[src/rtl/mic_csr_pkg.sv]
// Shared register map, IRQ_STATUS field offsets and read FSM states for the microphone CSR block.
package mic_csr_pkg;

    localparam int MAX_CHANNELS = 8;

    localparam logic [3:0] ADDR_IRQ_STATUS  = 4'd0;
    localparam logic [3:0] ADDR_CTRL        = 4'd1;
    localparam logic [3:0] ADDR_IRQ_MASK    = 4'd2;
    localparam logic [3:0] ADDR_FIFO_STATUS = 4'd3;
    localparam logic [3:0] ADDR_DATA_BASE   = 4'd4;

    localparam int IRQ_READY_OFS = 0;
    localparam int IRQ_OVF_OFS   = 8;
    localparam int IRQ_UDF_OFS   = 16;

    typedef enum logic [1:0] {
        IDLE,
        REG,
        POP,
        DATA
    } rd_state_e;

endpackage

[src/rtl/mic_irq_cell.sv]
// One sticky IRQ_STATUS bit: a set event beats a same-cycle write-1-to-clear or flush.
// Next state is exported so the interrupt output can be registered without an extra cycle.
module mic_irq_cell (
    input  logic clk_i,
    input  logic rst_i,
    input  logic set_i,
    input  logic clr_i,
    input  logic flush_i,
    output logic q_o,
    output logic d_o
);

    logic bit_q;
    logic bit_d;

    always_comb begin
        bit_d = bit_q;
        if (set_i) begin
            bit_d = 1'b1;
        end else if (clr_i || flush_i) begin
            bit_d = 1'b0;
        end
    end

    always_ff @(posedge clk_i) begin
        if (rst_i) begin
            bit_q <= 1'b0;
        end else begin
            bit_q <= bit_d;
        end
    end

    assign q_o = bit_q;
    assign d_o = bit_d;

endmodule

[src/rtl/mic_csr_multich.sv]
// Avalon-MM CSR front end for per-channel microphone FIFOs with sticky interrupt status.
// Register reads take 2 cycles, FIFO data reads 3 (waitrequest held meanwhile); writes are zero-wait in IDLE.
module mic_csr_multich
    import mic_csr_pkg::*;
#(
    parameter int CHANNELS = 2,
    parameter int SAMPLE_W = 24,
    parameter int SIGN_EXT = 1
) (
    input  logic                         clk,
    input  logic                         rst,
    input  logic                         avs_s0_write,
    input  logic                         avs_s0_read,
    input  logic [3:0]                   avs_s0_address,
    input  logic [31:0]                  avs_s0_writedata,
    output logic [31:0]                  avs_s0_readdata,
    output logic                         avs_s0_waitrequest,
    output logic                         avm_s0_irq,
    output logic [CHANNELS-1:0]          ch_enable,
    output logic [CHANNELS-1:0]          ch_rd,
    input  logic [CHANNELS*SAMPLE_W-1:0] ch_data,
    input  logic [CHANNELS-1:0]          ch_full,
    input  logic [CHANNELS-1:0]          ch_empty,
    input  logic [CHANNELS-1:0]          ch_irq,
    input  logic [CHANNELS-1:0]          ch_ovf
);

    rd_state_e             state_q, state_d;
    logic [3:0]            addr_q, addr_d;
    logic [CHANNELS-1:0]   sel_q, sel_d;
    logic [31:0]           data_q, data_d;
    logic [CHANNELS-1:0]   ctrl_q, ctrl_d;
    logic [CHANNELS-1:0]   full_q;
    logic [23:0]           mask_q, mask_d;
    logic                  irq_q;

    logic                  wr_en, wr_status, wr_ctrl, wr_mask;
    logic [CHANNELS-1:0]   hit, udf_set, rd_strobe, ovf_evt, flush;
    logic                  hit_empty, wait_c;
    logic [MAX_CHANNELS-1:0] ready_q, ready_d, ovf_q, ovf_d, udf_q, udf_d;
    logic [23:0]           status_q, status_d;
    logic [31:0]           fifo_status, reg_rdata, sel_sample;
    logic [SAMPLE_W-1:0]   sample_raw;
    logic signed [SAMPLE_W-1:0] sample_s;
    logic signed [31:0]    sample_sx;
    logic                  unused_wdata;

    assign wr_en     = avs_s0_write && (state_q == IDLE);
    assign wr_status = wr_en && (avs_s0_address == ADDR_IRQ_STATUS);
    assign wr_ctrl   = wr_en && (avs_s0_address == ADDR_CTRL);
    assign wr_mask   = wr_en && (avs_s0_address == ADDR_IRQ_MASK);

    assign ctrl_d  = wr_ctrl ? avs_s0_writedata[CHANNELS-1:0] : ctrl_q;
    assign mask_d  = wr_mask ? avs_s0_writedata[23:0] : mask_q;
    // Disabling a channel discards its pending data-ready; the sticky error bits survive.
    assign flush   = wr_ctrl ? ~avs_s0_writedata[CHANNELS-1:0] : '0;
    assign ovf_evt = ch_ovf | (ch_full & ~full_q & ctrl_q);

    for (genvar c = 0; c < MAX_CHANNELS; c++) begin : g_ch
        if (c < CHANNELS) begin : g_cell
            mic_irq_cell u_ready (
                .clk_i(clk), .rst_i(rst), .set_i(ch_irq[c]),
                .clr_i(wr_status && avs_s0_writedata[IRQ_READY_OFS+c]),
                .flush_i(flush[c]), .q_o(ready_q[c]), .d_o(ready_d[c])
            );
            mic_irq_cell u_ovf (
                .clk_i(clk), .rst_i(rst), .set_i(ovf_evt[c]),
                .clr_i(wr_status && avs_s0_writedata[IRQ_OVF_OFS+c]),
                .flush_i(1'b0), .q_o(ovf_q[c]), .d_o(ovf_d[c])
            );
            mic_irq_cell u_udf (
                .clk_i(clk), .rst_i(rst), .set_i(udf_set[c]),
                .clr_i(wr_status && avs_s0_writedata[IRQ_UDF_OFS+c]),
                .flush_i(1'b0), .q_o(udf_q[c]), .d_o(udf_d[c])
            );
        end else begin : g_pad
            assign ready_q[c] = 1'b0;
            assign ready_d[c] = 1'b0;
            assign ovf_q[c]   = 1'b0;
            assign ovf_d[c]   = 1'b0;
            assign udf_q[c]   = 1'b0;
            assign udf_d[c]   = 1'b0;
        end
    end

    assign status_q = {udf_q, ovf_q, ready_q};
    assign status_d = {udf_d, ovf_d, ready_d};

    always_comb begin
        hit         = '0;
        hit_empty   = 1'b0;
        sample_raw  = '0;
        fifo_status = '0;
        for (int c = 0; c < CHANNELS; c++) begin
            if (avs_s0_address == ADDR_DATA_BASE + 4'(c)) begin
                hit[c]    = 1'b1;
                hit_empty = ch_empty[c];
            end
            if (sel_q[c]) begin
                sample_raw = ch_data[c*SAMPLE_W +: SAMPLE_W];
            end
            fifo_status[2*c]   = ch_empty[c];
            fifo_status[2*c+1] = ch_full[c];
        end
    end

    assign sample_s   = sample_raw;
    assign sample_sx  = 32'(sample_s);
    assign sel_sample = (SIGN_EXT != 0) ? $unsigned(sample_sx) : 32'(sample_raw);

    always_comb begin
        state_d   = state_q;
        addr_d    = addr_q;
        sel_d     = sel_q;
        data_d    = data_q;
        wait_c    = 1'b0;
        rd_strobe = '0;
        udf_set   = '0;
        case (state_q)
            IDLE: begin
                if (avs_s0_read) begin
                    wait_c = 1'b1;
                    addr_d = avs_s0_address;
                    sel_d  = hit;
                    if ((|hit) && !hit_empty) begin
                        state_d = POP;
                    end else begin
                        // An empty DATA read degrades to a zero register read and flags underflow.
                        state_d = REG;
                        udf_set = hit;
                    end
                end
            end
            REG:  state_d = IDLE;
            POP: begin
                wait_c    = 1'b1;
                rd_strobe = sel_q;
                data_d    = sel_sample;
                state_d   = DATA;
            end
            DATA: state_d = IDLE;
            default: state_d = IDLE;
        endcase
    end

    always_comb begin
        case (addr_q)
            ADDR_IRQ_STATUS:  reg_rdata = {8'h00, status_q};
            ADDR_CTRL:        reg_rdata = 32'(ctrl_q);
            ADDR_IRQ_MASK:    reg_rdata = {8'h00, mask_q};
            ADDR_FIFO_STATUS: reg_rdata = fifo_status;
            default:          reg_rdata = '0;
        endcase
    end

    always_ff @(posedge clk) begin
        if (rst) begin
            state_q <= IDLE;
            addr_q  <= '0;
            sel_q   <= '0;
            data_q  <= '0;
            ctrl_q  <= '0;
            mask_q  <= '0;
            full_q  <= '0;
            irq_q   <= 1'b0;
        end else begin
            state_q <= state_d;
            addr_q  <= addr_d;
            sel_q   <= sel_d;
            data_q  <= data_d;
            ctrl_q  <= ctrl_d;
            mask_q  <= mask_d;
            full_q  <= ch_full;
            irq_q   <= |(status_d & mask_d);
        end
    end

    // Reset kills an in-flight access immediately, including a pending pop strobe.
    assign avs_s0_waitrequest = wait_c && !rst;
    assign ch_rd              = rst ? '0 : rd_strobe;
    assign avs_s0_readdata    = rst                ? 32'h0     :
                                (state_q == REG)  ? reg_rdata :
                                (state_q == DATA) ? data_q    : 32'h0;
    assign ch_enable          = ctrl_q;
    assign avm_s0_irq         = irq_q;
    assign unused_wdata       = ^avs_s0_writedata;

endmodule

[config.mk]
export PLATFORM = sky130hd
export DESIGN_NAME = mic_csr_multich
export DESIGN_NICKNAME = d
export VERILOG_FILES = /design/src/rtl/mic_csr_pkg.sv /design/src/rtl/mic_irq_cell.sv /design/src/rtl/mic_csr_multich.sv
export SDC_FILE = /design/constraint.sdc
export NUM_CORES = 1
export LEC_CHECK = 0
export CAP_MARGIN = 20
export CORE_MARGIN = 2
export CORE_UTILIZATION = 47
export CTS_CLUSTER_SIZE = 20
export DETAILED_ROUTE_END_ITERATION = 6
export GPL_ROUTABILITY_DRIVEN = 1
export GPL_TIMING_DRIVEN = 0
export PLACE_DENSITY = 0.95
export SKIP_LAST_GASP = 1
export SLEW_MARGIN = 0
export SYNTH_ARGS = -nofsm -noshare
export SYNTH_HDL_FRONTEND = slang
export SYNTH_HIERARCHICAL = 1
export SYNTH_SLANG_ARGS = --single-unit
export TNS_END_PERCENT = 5
[constraint.sdc]
create_clock -name clk -period 4.5 [get_ports clk]
set_input_delay 1.125 -clock clk [delete_from_list [all_inputs] [get_ports clk]]
set_output_delay 1.125 -clock clk [all_outputs]
set_load 0.01 [all_outputs]
== Yosys cells after proc, flatten, opt, wreduce, memory -nomap -nowiden ==
Index checks and enable logic that the tools add are counted.

* Register bits: 67
* ROM bits: 0
* Word-level logic and storage cells: 88
* Memories: 0
* Latch bits: 0
* RAM bits: 0
* Bits of input ports: 96

* Order comparisons: 0
* Bitwise gates (word level): 6
* Shifts and indexed selects: 0
* Multiply operators: 0
* Eq/ne operators: 11
* Divide/modulo/power cells: 0
* $add $sub $neg: 0
* Multiplexer cells: 34
* Reduce and logical (&&, ||, !) cells: 23

{| class="wikitable"
|+ Operator list
! kind !! number
|-
| $mux 32 || 3
|-
| $pmux 24 s4 || 1
|-
| $mux 24 || 3
|-
| $and 18x24->24 || 1
|-
| $reduce_or 24->1 || 1
|-
| $mux 1 || 17
|-
| $mux 2 || 8
|-
| $eq 4x2->1 const B || 3
|-
| $logic_and 1x1->1 || 12
|-
| $eq 4x1->1 const B || 2
|-
| $eq 4x3->1 const B || 2
|-
| $logic_not 4->1 || 2
|-
| $pmux 2 s3 || 1
|-
| $and 2x2->2 || 2
|-
| $eq 2x2->1 const B || 2
|-
| $not 2->2 || 2
|-
| $reduce_or 2->1 || 2
|-
| $eq 2x1->1 const B || 1
|-
| $logic_not 1->1 || 2
|-
| $logic_not 2->1 || 1
|-
| $logic_or 1x1->1 || 2
|-
| $ne 2x2->1 const B || 1
|-
| $or 2x2->2 || 1
|-
| $pmux 1 s2 || 1
|-
| $reduce_and 2->1 || 1
|}

== Depth between registers and ports, before layout ==
* Depth after elaboration: 11
* Mapped depth: 11

== Modules after synthesis ==
Netlist, hierarchy kept.

{| class="wikitable"
|+ By module, submodules not included
! module !! area an instance (um2) !! cells each !! times used !! seq. area each (um2)
|-
| mic_csr_multich || 3,078.0 || 380 || 1 || 1,221.2
|-
| mic_irq_cell || 45.0 || 5 || 6 || 20.0
|}

== Worst setup path before layout ==
OpenSTA, ideal clock, no wires.

* Path type: input port to output port
* Start point: input rst
* End point: output avs_s0_readdata[25]
* Buffers on the path: 2
* Cell stages on the path: 4
* Setup slack: 1.333 ns
* Arrival time: 2.042 ns
* Data required time: 3.375 ns
* Cell sequence: clkbuf_1 -> nand2b_1 -> nor2_1 -> buf_4

* Word-level cells in the longest chain between the ends: 1

{| class="wikitable"
|+ Ends and longest elaborated chain
! what !! line !! source
|-
| start: declaration || mic_csr_multich.sv:11 || <nowiki>input logic rst,</nowiki>
|-
| $mux 32 || mic_csr_multich.sv:181 || <nowiki>assign avs_s0_readdata = rst ? 32'h0 :</nowiki>
|-
| end: declaration || mic_csr_multich.sv:16 || <nowiki>output logic [31:0] avs_s0_readdata,</nowiki>
|}

Every way passes these cells.

== Worst setup path in the final report ==
* Start point: input rst
* End point: output avs_s0_readdata[19]

The elaborated chain is that of the path after synthesis.

==> results.sh <==
export IMPL_drc=0
export IMPL_setup_violations_final=0
export IMPL_drt_first_pass_iters=6
export IMPL_yosysSeqAreaShare=0.4006
export IMPL_clkSinkCount=67
export IMPL_synth_compound_area_frac=0.2377
export IMPL_io_pins=134
export IMPL_grt_pass1_wl_um=16850
export IMPL_synth_edf_count=0
export IMPL_slew_violations=0
export IMPL_antenna_left=0
export IMPL_postPlaceCellArea_um2=4721
export IMPL_avgSynthCellArea_um2=8.166
export IMPL_cts_htree_levels=3
export IMPL_path_common_cell="clkbuf_2"
export IMPL_crit_type="in -> out"
export IMPL_dieWidth_um=88.40
export IMPL_finalSetupTns_ns=0
export IMPL_syn2layout_area_growth_pct=47.53
export IMPL_crit_path_end_kind="output port"
export IMPL_synthXorXnorAreaFrac=0
export IMPL_final_area_um2=4940
export IMPL_min_delay_start="mask_q[23]"
export IMPL_timing_rr_start="state_q[1]"
export IMPL_start_kind="primary input"
export IMPL_max_vdd_ir_drop_uv=153.4
export IMPL_min_period_ns=4.298
export IMPL_worstMarginPinSlew_ns=0.6710
export IMPL_via_count=3727
export IMPL_crit_required_ns=3.38
export IMPL_drt_initial_drc_count=490
export IMPL_totalWireLength_um=11070
export IMPL_first_global_vias=3538
export IMPL_reg2reg_slack_ns=2.02
export IMPL_layout_commonest_cell="clkdlybuf4s50_1"
export IMPL_min_delay_path_class="reg -> reg"
export IMPL_reg2regPathDepth=11
export IMPL_synth_fa_ha_area_frac=0
export IMPL_fmax_mhz=232.6
export IMPL_synth_area_um2=3348
export IMPL_vias_per_cell=5.760
export IMPL_synth_simple_area_share=0.2280
export IMPL_routedWlPerCell_um=17.10
export IMPL_grt_max_degree=11
export IMPL_ys_types=37
export IMPL_overflow=0
export IMPL_arrival_ns=3.17
export IMPL_final_period_utilization=0.9552
export IMPL_cts_reportedPaths_clkPinSlew_ns=0.07
export IMPL_final_cell_mix="clkdlybuf4s50_1 (123), nor2_1 (69), dfxtp_1 (67)"
export IMPL_core_um2=6832
export IMPL_num_antenna_cells=0
export IMPL_async_flop_share=0
export IMPL_yosys_warnings=6
export IMPL_synth_top_family_by_area="compound AO/OA/AOI/OAI gates"
export IMPL_drive_gt1_frac=0.09982
export IMPL_rsz0062_at_grt="false"
export IMPL_hold_buffers=0
export IMPL_clock_tree_root_cell="clkbuf_8"
export IMPL_relSlewSlack=0.5527
export IMPL_cp_cell_sequence="dlygate4sd2_1, clkbuf_1, clkbuf_2, clkbuf_2, nor2_1, clkdlybuf4s50_1"
export IMPL_clockBufferDepth=2
export IMPL_fin_nets=644
export IMPL_cap_violations=0
export IMPL_min_delay_worst_endpoint="mask_q[23]"
export IMPL_finalHoldViolCount=0
export IMPL_fp_dieH_um=88.40
export IMPL_worstHoldPathCells=2
export IMPL_p_per_area_nw_per_um2=275.0
export IMPL_path_max_fanout=10
export IMPL_leakage_uw=0.001733
export IMPL_fin_skew_ns=0.009139
export IMPL_cts_tree="done"
export IMPL_portBuffers=124
export IMPL_synth_cells=410
export IMPL_antenna_found_initial=0
export IMPL_cts_inserted_buffers=9
export IMPL_initial_core_util=0.4901
export IMPL_outcome="complete, no violations"
export IMPL_r2r_end="avm_s0_irq"
export IMPL_crit_path_top_delay_cell="clkdlybuf4s50_1"
export IMPL_ys_seq_elements=67
export IMPL_synth_main_ff_cell="dfxtp_1"
export IMPL_die_area_um2=7815
export IMPL_dp_hpwl_um=8477
export IMPL_slowest_delay_ns=0.51
export IMPL_synth_mux_area_frac=0.05755
export IMPL_insertion_delay_ns=0.35
export IMPL_rows=30
export IMPL_grtUsageTotal=0.2832
export IMPL_place_congestion=0.9250
==> final cells by class <==
cell class	instances	area (um2)
flip-flops and latches	67	1341
multi-input cells	297	1767
plain buffers	41	226.5
clock buffers	12	155.1
repair buffers	124	1240
fillers	495	1892
clock inverters	2	60.06
well taps	96	120.1
inverters	8	30.03
==> metrics by stage <==
step | setup slack, ns | utilization | std cells | hold WS (ns) | total power [uW]
2_1_floorplan | 1.333 | - | 413 | 0.4338 | 700.6
3_3_place_gp | -0.2782 | 0.6910 | 633 | 0.4449 | 801.5
3_5_place_dp | -0.3318 | 0.6910 | 633 | 0.4597 | 808.3
4_1_cts | 0.1272 | 0.7229 | 647 | 0.4692 | 1353
5_1_grt | 0.09829 | 0.7231 | 647 | 0.4797 | 1392
6_report | 0.2016 | 0.7231 | 647 | 0.4677 | 1358
==> kinds of logic (layout without fill, tap and decap cells) <==
logic type / count (synthesis) / count (layout)
other cells: 1 / 4
buf+inv: 49 / 187
simple gates: 165 / 165
mux: 16 / 16
flops: 67 / 67
compound gates: 112 / 112
==> critical path, delay by kind of cell <==
kind | cells | cell delay (ns)
AND/OR/NAND/NOR | 1 | 0.09
buffers and inverters | 5 | 1.95
==> routing by layer <==
| metal | vias up | global-route usage | routed length, um |
|---|---|---|---|
| met3 | 45 | 0.07463 | 1030 |
| met4 | 0 | 0.1515 | 432 |
| li1 | 1706 | - | - |
| met1 | 1735 | 0.3360 | 4204 |
| met2 | 241 | 0.4689 | 5398 |
| met5 | - | 0 | 0 |
==> cell usage after synthesis (2+ instances only) <==
cell | n | share of area
a222oi_1 | 2 | 0.0060
a211oi_1 | 24 | 0.054
nand2_1 | 60 | 0.067
nand4_1 | 2 | 0.0037
inv_1 | 8 | 0.0090
nand2b_1 | 5 | 0.0093
and2_1 | 7 | 0.013
a32oi_1 | 2 | 0.0052
nor2b_1 | 3 | 0.0056
mux4_2 | 2 | 0.013
dfxtp_1 | 67 | 0.40
nor3b_1 | 2 | 0.0045
a21oi_2 | 8 | 0.021
a21oi_1 | 25 | 0.037
buf_4 | 8 | 0.018
nor3_1 | 2 | 0.0030
or3b_1 | 6 | 0.016
nor2_1 | 69 | 0.077
o21bai_1 | 2 | 0.0045
a22oi_1 | 47 | 0.11
buf_6 | 4 | 0.013
mux2_2 | 6 | 0.020
clkbuf_1 | 21 | 0.024
mux2i_1 | 8 | 0.024
buf_1 | 2 | 0.0022
nand3_1 | 2 | 0.0030
buf_2 | 6 | 0.0090
==> worst max-delay path by stage <==
stage	cells after the start	from	to
2_1_floorplan	4	rst	avs_s0_readdata[25]
3_3_place_gp	6	rst	avs_s0_readdata[0]
3_5_place_dp	6	rst	avs_s0_readdata[16]
4_1_cts	6	rst	avs_s0_readdata[8]
5_1_grt	6	rst	avs_s0_readdata[25]
6_report	6	rst	avs_s0_readdata[19]
==> power breakdown <==
group	internal (uW)	total [uW]	switching [uW]	leakage, uW
clock	337	559	222	0.000109
combinational	103	182	79.1	0.00108
sequential	607	617	9.83	0.000543
total	1050	1360	311	0.00173
==> timing repair <==
item                                    4_1_cts  5_1_grt
hold endpoints to repair                      0        0
resized for setup                             4        1
endpoints found under the setup margin       29        9
buffers inserted                              0        0
==> state kept, by name, summed over array words and instances, names as in the netlist <==
register and count:
g_ch.g_cell.u_ovf/q_o 2, state_q 2, ch_enable 2, mask_q 24, addr_q 4, sel_q 2
avm_s0_irq 1, g_ch.g_cell.u_ready/q_o 2, data_q 24, g_ch.g_cell.u_udf/q_o 2, full_q 2
No activity file was read; power rests on OpenSTA's default activity.
